--- config.mk ---
export PLATFORM = sky130hd
export DESIGN_NAME = fifo_serial_drain_flat
export DESIGN_NICKNAME = d
export VERILOG_FILES = /design/src/rtl/fifo_serial_drain_pkg.sv /design/src/rtl/fifo_serial_drain_if.sv /design/src/rtl/fifo_serial_drain_baud_tick_gen.sv /design/src/rtl/fifo_serial_drain.sv /design/src/flat_wrapper.sv
export SDC_FILE = /design/constraint.sdc
export NUM_CORES = 1
export LEC_CHECK = 0
export CORE_UTILIZATION = 65
export CTS_BUF_LIST = sky130_fd_sc_hd__clkbuf_4
export DETAILED_ROUTE_END_ITERATION = 10
export DONT_BUFFER_PORTS = 1
export PLACE_DENSITY_LB_ADDON = 0.1
export SYNTH_ARGS = -nofsm -noshare
export SYNTH_HDL_FRONTEND = slang
export SYNTH_SLANG_ARGS = --single-unit
--- constraint.sdc ---
create_clock -name Clk -period 4.5 [get_ports Clk]
set_input_delay 0.45 -clock Clk [delete_from_list [all_inputs] [get_ports Clk]]
set_output_delay 0.45 -clock Clk [all_outputs]
set_load 0.02 [all_outputs]
--- src/rtl/fifo_serial_drain_pkg.sv ---
// Shared types and constants for the FIFO serial drain.
// Holds the FSM state encoding, the baud counter width and a frame-length helper.
package fifo_drain_pkg;

  localparam int unsigned BAUD_CNT_W = 16;

  typedef enum logic [2:0] {
    IDLE,
    POP,
    LOAD,
    START,
    DATA,
    PARITY,
    STOP
  } drain_state_e;

  // Serial bits per frame: start + data + optional parity + stop bits.
  function automatic int unsigned frame_bits(input int unsigned data_w,
                                             input int unsigned parity_en,
                                             input int unsigned stop_bits);
    return 1 + data_w + parity_en + stop_bits;
  endfunction

endpackage

--- src/rtl/fifo_serial_drain_if.sv ---
// FIFO read-side handshake between the drain (master) and the FIFO (slave).
interface fifo_serial_drain_if #(
  parameter int unsigned DATA_W = 4
);

  logic              fifo_empty;
  logic [DATA_W-1:0] fifo_data;
  logic              fifo_rd;
  logic              fifo_en;

  modport master (
    input  fifo_empty,
    input  fifo_data,
    output fifo_rd,
    output fifo_en
  );

  modport slave (
    output fifo_empty,
    output fifo_data,
    input  fifo_rd,
    input  fifo_en
  );

endinterface

--- src/rtl/fifo_serial_drain_baud_tick_gen.sv ---
// Bit-period counter: counts 0..CLKS_PER_BIT-1, reloads on terminal count or clear.
// pre_tick_o flags the cycle before the terminal count so registered outputs can align to it.
module baud_tick_gen
  import fifo_drain_pkg::*;
#(
  parameter int unsigned CLKS_PER_BIT = 16
) (
  input  logic clk_i,
  input  logic rst_ni,
  input  logic clr_i,
  output logic tick_o,
  output logic pre_tick_o
);

  localparam logic [BAUD_CNT_W-1:0] TermCnt = BAUD_CNT_W'(CLKS_PER_BIT - 1);
  localparam logic [BAUD_CNT_W-1:0] PreCnt  = BAUD_CNT_W'(CLKS_PER_BIT - 2);

  logic [BAUD_CNT_W-1:0] cnt_d, cnt_q;

  always_comb begin
    cnt_d = cnt_q + BAUD_CNT_W'(1);
    if (clr_i || (cnt_q == TermCnt)) begin
      cnt_d = '0;
    end
  end

  always_ff @(posedge clk_i or negedge rst_ni) begin
    if (!rst_ni) begin
      cnt_q <= '0;
    end else begin
      cnt_q <= cnt_d;
    end
  end

  assign tick_o     = (cnt_q == TermCnt);
  assign pre_tick_o = (cnt_q == PreCnt);

endmodule

--- src/rtl/fifo_serial_drain.sv ---
// Pops nibbles from a FIFO and shifts each out as an async serial frame
// (start, data LSB-first, optional parity, stop bits), one FIFO read per frame.
module fifo_serial_drain
  import fifo_drain_pkg::*;
#(
  parameter int unsigned DATA_W       = 4,
  parameter int unsigned CLKS_PER_BIT = 16,
  parameter int unsigned PARITY_EN    = 1,
  parameter int unsigned PARITY_ODD   = 0,
  parameter int unsigned STOP_BITS    = 1
) (
  input  logic                Clk,
  input  logic                Rst,
  input  logic                EN,
  fifo_serial_drain_if.master fifo,
  output logic                txd,
  output logic                busy,
  output logic                frame_done
);

  localparam int unsigned BitCntW = $clog2(DATA_W) + 1;
  localparam logic [BitCntW-1:0] LastData = BitCntW'(DATA_W - 1);
  localparam logic [BitCntW-1:0] LastStop = BitCntW'(STOP_BITS - 1);
  localparam logic ParityInv = (PARITY_ODD != 0);

  drain_state_e        state_d, state_q;
  logic [DATA_W-1:0]   shreg_d, shreg_q;
  logic [BitCntW-1:0]  bit_cnt_d, bit_cnt_q;
  logic                parity_d, parity_q;
  logic                txd_d, txd_q;
  logic                rd_d, rd_q;
  logic                busy_d, busy_q;
  logic                done_d, done_q;
  logic                baud_clr;
  logic                tick;
  logic                pre_tick;

  baud_tick_gen #(
    .CLKS_PER_BIT(CLKS_PER_BIT)
  ) u_baud (
    .clk_i     (Clk),
    .rst_ni    (Rst),
    .clr_i     (baud_clr),
    .tick_o    (tick),
    .pre_tick_o(pre_tick)
  );

  always_comb begin
    state_d   = state_q;
    shreg_d   = shreg_q;
    bit_cnt_d = bit_cnt_q;
    parity_d  = parity_q;
    txd_d     = txd_q;
    rd_d      = 1'b0;
    busy_d    = busy_q;
    done_d    = 1'b0;
    baud_clr  = 1'b0;

    unique case (state_q)
      IDLE: begin
        txd_d  = 1'b1;
        busy_d = 1'b0;
        if (EN && !fifo.fifo_empty) begin
          state_d = POP;
          rd_d    = 1'b1;
          busy_d  = 1'b1;
        end
      end
      POP: begin
        state_d = LOAD;
      end
      LOAD: begin
        shreg_d   = fifo.fifo_data;
        parity_d  = (^fifo.fifo_data) ^ ParityInv;
        bit_cnt_d = '0;
        baud_clr  = 1'b1;
        txd_d     = 1'b0;
        state_d   = START;
      end
      START: begin
        if (tick) begin
          txd_d   = shreg_q[0];
          shreg_d = shreg_q >> 1;
          state_d = DATA;
        end
      end
      DATA: begin
        if (tick) begin
          if (bit_cnt_q == LastData) begin
            bit_cnt_d = '0;
            if (PARITY_EN != 0) begin
              txd_d   = parity_q;
              state_d = PARITY;
            end else begin
              txd_d   = 1'b1;
              state_d = STOP;
            end
          end else begin
            bit_cnt_d = bit_cnt_q + BitCntW'(1);
            txd_d     = shreg_q[0];
            shreg_d   = shreg_q >> 1;
          end
        end
      end
      PARITY: begin
        if (tick) begin
          txd_d   = 1'b1;
          state_d = STOP;
        end
      end
      STOP: begin
        // Registered pulse: raise one cycle early so it lands on the final stop cycle.
        done_d = pre_tick && (bit_cnt_q == LastStop);
        if (tick) begin
          if (bit_cnt_q == LastStop) begin
            busy_d  = 1'b0;
            state_d = IDLE;
          end else begin
            bit_cnt_d = bit_cnt_q + BitCntW'(1);
          end
        end
      end
      default: begin
        state_d = IDLE;
      end
    endcase
  end

  always_ff @(posedge Clk or negedge Rst) begin
    if (!Rst) begin
      state_q   <= IDLE;
      shreg_q   <= '0;
      bit_cnt_q <= '0;
      parity_q  <= 1'b0;
      txd_q     <= 1'b1;
      rd_q      <= 1'b0;
      busy_q    <= 1'b0;
      done_q    <= 1'b0;
    end else begin
      state_q   <= state_d;
      shreg_q   <= shreg_d;
      bit_cnt_q <= bit_cnt_d;
      parity_q  <= parity_d;
      txd_q     <= txd_d;
      rd_q      <= rd_d;
      busy_q    <= busy_d;
      done_q    <= done_d;
    end
  end

  assign txd          = txd_q;
  assign busy         = busy_q;
  assign frame_done   = done_q;
  assign fifo.fifo_rd = rd_q;
  assign fifo.fifo_en = rd_q;

endmodule

--- src/flat_wrapper.sv ---
// flat-port wrapper written by rule: the top's interface ports become plain ports
module fifo_serial_drain_flat import fifo_drain_pkg::*;
#(
  parameter int unsigned DATA_W       = 4,
  parameter int unsigned CLKS_PER_BIT = 16,
  parameter int unsigned PARITY_EN    = 1,
  parameter int unsigned PARITY_ODD   = 0,
  parameter int unsigned STOP_BITS    = 1
)
  (Clk, Rst, EN, txd, busy, frame_done, fifo_fifo_empty, fifo_fifo_data, fifo_fifo_rd, fifo_fifo_en);
  fifo_serial_drain_if #(.DATA_W(DATA_W)) fifo_i ();
  input  logic Clk;
  input  logic Rst;
  input  logic EN;
  output logic txd;
  output logic busy;
  output logic frame_done;
  input wire logic [$bits(fifo_i.fifo_empty)-1:0] fifo_fifo_empty;
  input wire logic [$bits(fifo_i.fifo_data)-1:0] fifo_fifo_data;
  output wire logic [$bits(fifo_i.fifo_rd)-1:0] fifo_fifo_rd;
  output wire logic [$bits(fifo_i.fifo_en)-1:0] fifo_fifo_en;
  assign fifo_i.fifo_empty = fifo_fifo_empty;
  assign fifo_i.fifo_data = fifo_fifo_data;
  assign fifo_fifo_rd = fifo_i.fifo_rd;
  assign fifo_fifo_en = fifo_i.fifo_en;
  fifo_serial_drain #(.DATA_W(DATA_W), .CLKS_PER_BIT(CLKS_PER_BIT), .PARITY_EN(PARITY_EN), .PARITY_ODD(PARITY_ODD), .STOP_BITS(STOP_BITS)) u_core (.Clk(Clk), .Rst(Rst), .EN(EN), .fifo(fifo_i), .txd(txd), .busy(busy), .frame_done(frame_done));
endmodule
==> summary.json <==
{
  "timing": {
    "finalSetupViolCount": 0,
    "whs_ns": 0.232,
    "tns_ns": 0,
    "timing.max_slew.rel_slack": 0.630,
    "final_min_period_over_clock_period": 0.436,
    "finalCriticalPeriod_ns": 1.96,
    "max_slew_violations": 0,
    "slew_worst_pin_ns": 0.555,
    "worst_clock_skew_ns": 0.00653,
    "highest_achievable_clock_rate_mhz": 509,
    "rsz0062_at_grt": "no",
    "post-route-worst-setup-slack_ns": 2.54,
    "timing_hold_violations_final": 0
  },
  "critical_path": {
    "crit_arrival_ns": 2.22,
    "critical_path_required_ns": 4.76,
    "critical_path.top_delay_family": "flip-flops",
    "crit_path_cell_trace": "nand4_1, or4_1, o22ai_2, mux2i_1",
    "critical_path.n_buffers_inverters": 0,
    "critical_path.endpoint_type": "register",
    "critical_path.slowest_cell": "sky130_fd_sc_hd__dfrtp_1",
    "cp_slowest_stage_delay_ns": 0.70,
    "worst_setup_path_start_kind": "register",
    "worst-setup-path-type": "register to register",
    "crit_fanout": 18
  },
  "clock_network": {
    "cts_tree": "yes",
    "cts_root_buffer": "sky130_fd_sc_hd__clkbuf_4",
    "count_of_h_tree_levels_built_during_cts": 2,
    "tritoncts_num_sinks": 31,
    "cts_setup_buffers": 0,
    "cts-buffers-inserted": 5,
    "clk_latency_ns": 0.33,
    "cts.reportedPaths.clkPinSlew_ns": 0.09,
    "clock_path_buffers": 2
  },
  "synth": {
    "yosys.cell_types.count": 39,
    "yosys.area_share.xor_xnor": 0.0753,
    "synth_adder_area_share": 0.0403,
    "synthFlopType": "sky130_fd_sc_hd__dfrtp_1",
    "synth_enable_flop_cells": 0,
    "ys_seq_elements": 31,
    "synth.yosys.seq_area_share": 0.417,
    "synth_top_family_by_area": "simple AND/OR/NAND/NOR gates",
    "synth_compound_gate_area_share": 0.114,
    "post_syn_nets": 214,
    "syn-cell-area_mm2": 0.00186,
    "synthMuxAreaShare": 0.0430,
    "async_reset_ff_frac": 1.00,
    "synth_simple_gate_area_frac": 0.258,
    "syn_area_per_cell_um2": 9.31,
    "synthesis.instances": 200,
    "ys_warn_count": 0
  },
  "placed_design": {
    "dp.cells": 223,
    "port-buffer-count": 0,
    "placed_area_mm2": 0.00186,
    "place_hpwl_um": 2540,
    "dp_slack_ns": 2.56,
    "place_congestion": 0.847
  },
  "drt": {
    "drt_drc_violations_left": 0,
    "route.final.wire_length_um": 3580,
    "drt_pass1_iterations": 4,
    "postRouteAntennaNets": 0,
    "post_drt_wl_per_cell_um": 15.4,
    "drt_iter0_drc": 66,
    "detailed_route_via_count": 1461,
    "via_per_inst": 6.27
  },
  "cells_and_area": {
    "final_non_filler_cell_area_mm2": 0.00195,
    "area_added_between_synthesis_and_finish_pct": 4.84,
    "net_total_in_the_final_layout": 215,
    "n_fill_cell": 209,
    "layout.cells.non_filler": 233,
    "post_route_cells_drive_above_1_share": 0.0743,
    "finish.utilization": 0.714,
    "diodes": 0
  },
  "global_routing": {
    "grt_antenna_before_repair": 0,
    "grt_pass1_wl_um": 6200,
    "grt_start_max_net_pins": 32,
    "vias_in_the_first_global_route": 1427,
    "grt_usage": 0.258,
    "globalRouteOverflowTotal": 0
  },
  "run_status": {
    "result_of_the_run": "finished clean"
  },
  "floorplan": {
    "chipWidth_um": 55.5,
    "floorplan.core_area_mm2": 0.00273,
    "effective_utilization_at_floorplan": 0.681,
    "std_cell_rows": 19,
    "die_h_um": 55.5,
    "io-pin-count": 13,
    "die-area_mm2": 0.00308
  },
  "power_and_ir_drop": {
    "leakage_nw": 0.824,
    "pwr_density_mw_per_mm2": 240,
    "p_total_mw": 0.469,
    "power.ir.vdd_worst_mv": 0.299
  },
  "flow_run": {
    "max_cap_violations": 0
  },
  "min_path": {
    "holdCritPathClass": "input pin to register"
  }
}
## placed cells by master (no fill, tap or decap), drive strengths merged
cell and n:
buf 1, o311ai 1, o31a 1, nand2 15, nor3 6, nand3 10
ha 6, xor2 2, nor3b 3, nand4 7, nor2b 2, xnor2 14
a311o 1, a21oi 5, or4 2, dfstp 1, nor4 9, nor2 24
o22ai 3, o2bb2ai 1, dfrtp 30, o211ai 2, a22oi 1, nand2b 4
o41a 1, clkinv 1, o221ai 4, a31oi 1, clkbuf 7, or3 1
o21ai 7, inv 16, and3 2, mux2i 8, a211oi 1, dlygate4sd3 1
a41oi 1
## cells by family after synthesis
| logic type | after synthesis |
|---|---|
| buffers and inverters | 24 |
| muxes | 8 |
| xor gates and xnor gates | 16 |
| AOI/OAI and AO/OA | 30 |
| and+or+nand+nor | 85 |
| DFF | 31 |
| adders and majority gates | 6 |
## layout make-up
| cell class | instances | area, um^2 | area share |
|---|---|---|---|
| Tap cell | 31 | 38.8 | 0.0199 |
| Inverter | 16 | 60.1 | 0.0308 |
| Timing Repair Buffer | 2 | 30.0 | 0.0154 |
| Sequential cell | 31 | 777 | 0.398 |
| Clock inverter | 1 | 5.00 | 0.00256 |
| Clock buffer | 7 | 52.6 | 0.0269 |
| Multi-Input combinational cell | 145 | 988 | 0.506 |
## cell usage after synthesis (all sizes together), types with 3 or more instances
library cell  count  area [um^2]
dfrtp            30          751
nor3              6         30.0
nand2            15         56.3
nor3b             3         22.5
nor2             24         90.1
nand2b            4         25.0
ha                6         75.1
nand3            10         50.1
mux2i             8         80.1
inv              16         60.1
nor4              9          101
o22ai             3         25.0
a21oi             5         25.0
xnor2            14          123
buf               3         17.5
o21ai             7         35.0
o221ai            4         35.0
clkbuf            5         18.8
nand4             7         58.8
## registers in the layout (all words and copies together), names as in the netlist
register / flops
u_core.bit_cnt_q: 3
u_core.busy: 1
u_core.fifo.fifo_en: 1
u_core.frame_done: 1
u_core.parity_q: 1
u_core.shreg_q: 4
u_core.state_q: 3
u_core.txd: 1
u_core.u_baud.cnt_q: 16
## final timing paths
path	depth (start not counted)	startpoint	slack, ns	to
worst min register to register	1	u_core.u_baud.cnt_q[0]	0.51	u_core.u_baud.cnt_q[0]
worst min-delay path	1	fifo_fifo_data[3]	0.23	u_core.shreg_q[3]
worst max-delay path	4	u_core.state_q[2]	2.54	u_core.shreg_q[2]
max in group asynchronous	2	Rst	3.71	u_core.txd
min in group asynchronous	2	Rst	0.55	u_core.shreg_q[3]
worst max register to register	4	u_core.state_q[2]	2.54	u_core.shreg_q[2]
## routing by layer
metal  vias to the layer above  GRT usage  routed length, um
met2                        30      0.427               1780
li1                        710          -                  -
met4                         0      0.125                 98
met5                         -          0                  0
met1                       711      0.322               1590
met3                        10     0.0539                114
## power by group
group	total, mW	switching [mW]	internal [mW]	leakage, nW
Clock	0.165	0.0921	0.0728	0.0361
Sequential	0.285	0.00302	0.282	0.391
Combinational	0.0188	0.0106	0.00818	0.397
Total	0.469	0.106	0.363	0.824
## what timing repair did
item / 4_1_cts / 5_1_grt
endpoints found under the setup margin: 0 / 0
gates resized for setup: 0 / 0
endpoints found under the hold margin: 31 / 0
hold buffers: 2 / 0
(Power assumes the default switching activity.)
